==> config.mk <==
export PLATFORM = sky130hd
export DESIGN_NAME = tdm_demux8
export DESIGN_NICKNAME = d
export VERILOG_FILES = /design/src/rtl/tdm_demux8.sv
export SDC_FILE = /design/constraint.sdc
export NUM_CORES = 1
export LEC_CHECK = 0
export ABC_AREA = 1
export CAP_MARGIN = 0
export CORE_MARGIN = 2
export CORE_UTILIZATION = 40
export CTS_BUF_LIST = sky130_fd_sc_hd__clkbuf_8
export DETAILED_ROUTE_END_ITERATION = 10
export PLACE_DENSITY = 0.71
export SETUP_SLACK_MARGIN = 0.02
export SYNTH_ARGS = -nofsm -noshare
export SYNTH_HDL_FRONTEND = slang
export SYNTH_SLANG_ARGS = --single-unit
==> constraint.sdc <==
create_clock -name clk -period 2.13 [get_ports clk]
set_input_delay 0.213 -clock clk [delete_from_list [all_inputs] [get_ports clk]]
set_output_delay 0.213 -clock clk [all_outputs]
set_load 0.01 [all_outputs]
==> src/rtl/tdm_demux8.sv <==
// tdm_demux8: receive-side 1-to-8 time-division demultiplexer.
// Valid words are collected into an eight-slot working bank, aligned by frame_sync.
// When the slot-7 word arrives, all eight channels are published together.
// A HUNT/LOCKED tracker flags framing violations and keeps a saturating error count.

// One channel lane: a bank register plus a frame-coherent output register.
module tdm_demux8_lane #(
  parameter int W   = 4,
  parameter int IDX = 0
) (
  input  logic         clk,
  input  logic         rst_n,
  input  logic [W-1:0] din,
  input  logic         wr_en,
  input  logic         load_y,
  output logic [W-1:0] y
);
  // The last lane bypasses its bank, so the slot-7 word lands in Y on its own capture edge.
  localparam bit IS_LAST = (IDX == 7);

  logic [W-1:0] bank_q;

  // Collect this lane's slot word, then publish it on frame completion.
  always_ff @(posedge clk or negedge rst_n) begin
    if (!rst_n) begin
      bank_q <= '0;
      y      <= '0;
    end else begin
      if (wr_en)  bank_q <= din;
      if (load_y) y      <= IS_LAST ? din : bank_q;
    end
  end
endmodule

module tdm_demux8 #(
  parameter int W                = 4,
  parameter int SYNC_EVERY_FRAME = 1,
  parameter int ERR_W            = 8
) (
  input  logic             clk,
  input  logic             rst_n,
  input  logic [W-1:0]     din,
  input  logic             din_valid,
  input  logic             frame_sync,
  output logic [W-1:0]     Y0,
  output logic [W-1:0]     Y1,
  output logic [W-1:0]     Y2,
  output logic [W-1:0]     Y3,
  output logic [W-1:0]     Y4,
  output logic [W-1:0]     Y5,
  output logic [W-1:0]     Y6,
  output logic [W-1:0]     Y7,
  output logic             frame_done,
  output logic             locked,
  output logic [2:0]       slot,
  output logic             sync_err,
  output logic [ERR_W-1:0] err_cnt
);
  localparam int NUM_LANES = 8;
  localparam logic [0:0] HUNT   = 1'b0;
  localparam logic [0:0] LOCKED = 1'b1;

  logic [0:0]                   state_q, state_nxt;
  logic [2:0]                   slot_q, slot_nxt;
  logic [NUM_LANES-1:0]         wr_sel;
  logic                         load_y, err_nxt;
  logic                         frame_done_q, sync_err_q;
  logic [ERR_W-1:0]             err_cnt_q;
  logic [NUM_LANES-1:0][W-1:0]  y_bus;

  // Framing decisions for the current word: which lane to write, next slot/state, fault.
  always_comb begin
    state_nxt = state_q;
    slot_nxt  = slot_q;
    wr_sel    = '0;
    load_y    = 1'b0;
    err_nxt   = 1'b0;
    if (din_valid) begin
      if (state_q == HUNT) begin
        if (frame_sync) begin
          wr_sel    = NUM_LANES'(1);
          slot_nxt  = 3'd1;
          state_nxt = LOCKED;
        end
      end else if (frame_sync && slot_q != 3'd0) begin
        // Early sync: restart the frame on this word and discard the partial one.
        err_nxt  = 1'b1;
        wr_sel   = NUM_LANES'(1);
        slot_nxt = 3'd1;
      end else if (!frame_sync && slot_q == 3'd0 && SYNC_EVERY_FRAME != 0) begin
        // Missing sync on slot 0: drop the word and reacquire.
        err_nxt   = 1'b1;
        state_nxt = HUNT;
        slot_nxt  = 3'd0;
      end else begin
        wr_sel   = NUM_LANES'(1) << slot_q;
        slot_nxt = slot_q + 3'd1;
        load_y   = (slot_q == 3'd7);
      end
    end
  end

  // Tracker state, output pulses and the saturating error counter.
  always_ff @(posedge clk or negedge rst_n) begin
    if (!rst_n) begin
      state_q      <= HUNT;
      slot_q       <= 3'd0;
      frame_done_q <= 1'b0;
      sync_err_q   <= 1'b0;
      err_cnt_q    <= '0;
    end else begin
      state_q      <= state_nxt;
      slot_q       <= slot_nxt;
      frame_done_q <= load_y;
      sync_err_q   <= err_nxt;
      if (err_nxt && err_cnt_q != {ERR_W{1'b1}})
        err_cnt_q <= err_cnt_q + ERR_W'(1);
    end
  end

  for (genvar k = 0; k < NUM_LANES; k++) begin : g_lane
    tdm_demux8_lane #(.W(W), .IDX(k)) u_lane (
      .clk    (clk),
      .rst_n  (rst_n),
      .din    (din),
      .wr_en  (wr_sel[k]),
      .load_y (load_y),
      .y      (y_bus[k])
    );
  end

  assign Y0         = y_bus[0];
  assign Y1         = y_bus[1];
  assign Y2         = y_bus[2];
  assign Y3         = y_bus[3];
  assign Y4         = y_bus[4];
  assign Y5         = y_bus[5];
  assign Y6         = y_bus[6];
  assign Y7         = y_bus[7];
  assign frame_done = frame_done_q;
  assign locked     = (state_q == LOCKED);
  assign slot       = slot_q;
  assign sync_err   = sync_err_q;
  assign err_cnt    = err_cnt_q;
endmodule

==> flow_metrics.tcl <==
set metrics [dict create \
    startpoint_type "flop" \
    drt_wl_total_um 7060 \
    place_congestion 0.782 \
    placed_cells 528 \
    cp.depth 10 \
    pre_cts_ws_ps 78.2 \
    ys_types 24 \
    clock_sinks 74 \
    power.density_mw_per_mm2 1140 \
    ant_nets 0 \
    routedWlPerCell_um 12.9 \
    io_pins 54 \
    required_ps 2430 \
    rows 33 \
    dp_hpwl_um 4890 \
    hold_viol 0 \
    synth_cells 381 \
    synth-edff-count 0 \
    die-area_mm2 0.00906 \
    synthArstFlopShare_pct 100 \
    ys_warn_count 0 \
    drt-initial-drc-count 132 \
    drt-vias-per-instance 4.84 \
    fp.dieW_um 95.2 \
    final-setup-viol-count 0 \
    max_freq_mhz 520 \
    grt_pass1_wl_um 12500 \
    crit_top_cell "nand2_1" \
    fin_crit_sh_pct 90.3 \
    endpoint_kind "flop" \
    fin_nets 455 \
    slew_violations 0 \
    initial_utilization_pct 40.9 \
    grt_max_degree 40 \
    total_power_mw 4.73 \
    crit_slowest_cell "dfrtp_2" \
    syn_nets 399 \
    diodes 0 \
    rsz0062_at_grt "no" \
    grt_pass1_vias 2700 \
    cts-htree-levels 3 \
    fin_util_pct 51.2 \
    leakagePower_nw 2.15 \
    crit_fanout 37 \
    port_buffers 53 \
    drive_above_1_share_pct 8.37 \
    yosysSeqAreaShare_pct 55.7 \
    drc_errors 0 \
    max_slew.worst_pin.slew_ps 463 \
    vdd_ir_drop_max_mv 0.607 \
    dpl_cell_area_mm2 0.00392 \
    status "finished clean" \
    ys_ff_latch 74 \
    core_mm2 0.00813 \
    relSlewSlack_pct 69.1 \
    syn_area_per_cell_um2 8.73 \
    path_buf_inv 2 \
    clk_pin_slew_ps 90 \
    firstDrtPassIters 5 \
    stdcell_count 547 \
    finClkSkew_ps 13.8 \
    netlist_area_mm2 0.00332 \
    synth_flop_cell "dfrtp_1" \
    path_class "reg -> reg" \
    numCtsBuffers 9 \
    die_h_um 95.2 \
    rr_worst_depth 10 \
    cp_slowest_stage_delay_ps 440 \
    finalInstanceArea_mm2 0.00416 \
    grt-ovfl-total 0 \
    maxCapViolations 0 \
    root_buffer "clkbuf_8" \
    cp.arrival_ps 2220 \
    setup_tns_ps 0 \
    clock_latency_ps 360 \
    critPathTopFamily "simple AND/OR/NAND/NOR gates" \
    area_growth_pct 25.2 \
    cts_tree "built" \
    track_usage_pct 17.6 \
    hold_class "in -> async" \
    hold_ws_ps 337 \
    clk_path_buf_depth 2 \
    path_cells "inv_1 > ha_1 > nand2_1 > ha_1 > nor2_4 > nand3_4 > buf_6 > nor2_2 > nand2_1 > nand2_1" \
    antenna_found_initial 0 \
    fin_ws_ps 206 \
    layout_min_cycle_time_ps 1920 \
    vias 2649 \
]
-- flip-flops by register name, summed over array words and instances (netlist names) --
register and count:
locked 1, slot 3, sync_err 1, g_lane.u_lane.bank_q 28, g_lane.u_lane.y 32, frame_done 1
err_cnt 8
-- final timing paths --
check / startpoint / slack [ps] / end
min in group clk: g_lane[5].u_lane.bank_q[1] / 480 / g_lane[5].u_lane.bank_q[1]
min reg2reg: g_lane[5].u_lane.bank_q[1] / 480 / g_lane[5].u_lane.bank_q[1]
max reg2reg: slot[0] / 210 / g_lane[3].u_lane.bank_q[3]
max: slot[0] / 210 / g_lane[3].u_lane.bank_q[3]
max in group asynchronous: rst_n / 1200 / slot[0]
min: rst_n / 340 / g_lane[3].u_lane.y[0]
-- layout make-up --
class	count	area, µm²
Fill cell	756	3970
Clock inverter	6	71.3
Timing Repair Buffer	61	619
Sequential cell	74	1850
Inverter	25	96.3
Clock buffer	10	138
Multi-Input combinational cell	266	1250
Tap cell	105	131
-- placed cells by master, fill, tap and decap left out --
master           synthesis  layout
xnor2_1                  1       1
o21ai_0                 12      12
buf_6                    7       1
nor2_2                   1       1
inv_4                    0       1
clkinvlp_4               0       2
inv_2                    2       1
dfrtp_1                 74      73
ha_1                    10      10
nand3_1                 25      25
nor2_4                   3       3
o21ai_1                 26      26
clkdlybuf4s50_1          0      52
buf_4                    2       5
nand3_4                  1       1
inv_1                   23      23
nand3b_1                 1       1
nand4_1                  3       3
dfrtp_2                  0       1
clkbuf_8                 0      10
buf_12                   0       2
inv_6                    0       2
xor2_1                   2       2
nand2_1                166     166
a21oi_1                  1       1
o21ai_2                  4       4
clkinv_4                 0       1
nor2_1                   9       9
nand2_2                  1       1
dlygate4sd3_1            0       1
bufinv_16                0       1
-- Yosys cell counts, types with 2 or more instances --
cell type | n | area share, %
nand2_1 | 166 | 19
dfrtp_1 | 74 | 56
o21ai_1 | 26 | 3.9
nand3_1 | 25 | 3.8
inv_1 | 23 | 2.6
o21ai_0 | 12 | 1.8
ha_1 | 10 | 3.8
nor2_1 | 9 | 1.0
buf_6 | 7 | 2.4
buf_2 | 4 | 0.60
o21ai_2 | 4 | 1.1
nand4_1 | 3 | 0.56
nor2_4 | 3 | 1.0
buf_1 | 2 | 0.23
buf_4 | 2 | 0.45
inv_2 | 2 | 0.23
xor2_1 | 2 | 0.53
-- layer usage --
metal,vias up,part of all wire [%],global-route usage [%]
met1,1254,45,21.7
li1,1314,-,-
met2,65,48,29.2
met5,-,0,0
met4,0,1.5,5.07
met3,16,5.5,6.40
-- report_power, final --
part           leakage, nW  switching [mW]  internal [mW]
Combinational         1.07           0.847          0.670
Clock               0.0995           0.554          0.582
Sequential           0.977           0.279           1.79
Total                 2.15            1.68           3.05
-- repair_timing --
item,CTS,global route
setup buffers,0,2
hold endpoints to repair,35,0
gates resized for setup,0,4
setup endpoints to repair,0,42
hold buffers,1,0
-- cells by family after synthesis --
logic type,Yosys count,share of synthesized area (%)
flip-flops,74,55.7
XOR/XNOR,3,0.791
AO/OA/AOI/OAI,43,6.92
buffers and inverters,41,6.59
AND/OR/NAND/NOR,210,26.2
adder cells (fa/ha/maj),10,3.76
(Power assumes the default switching activity.)
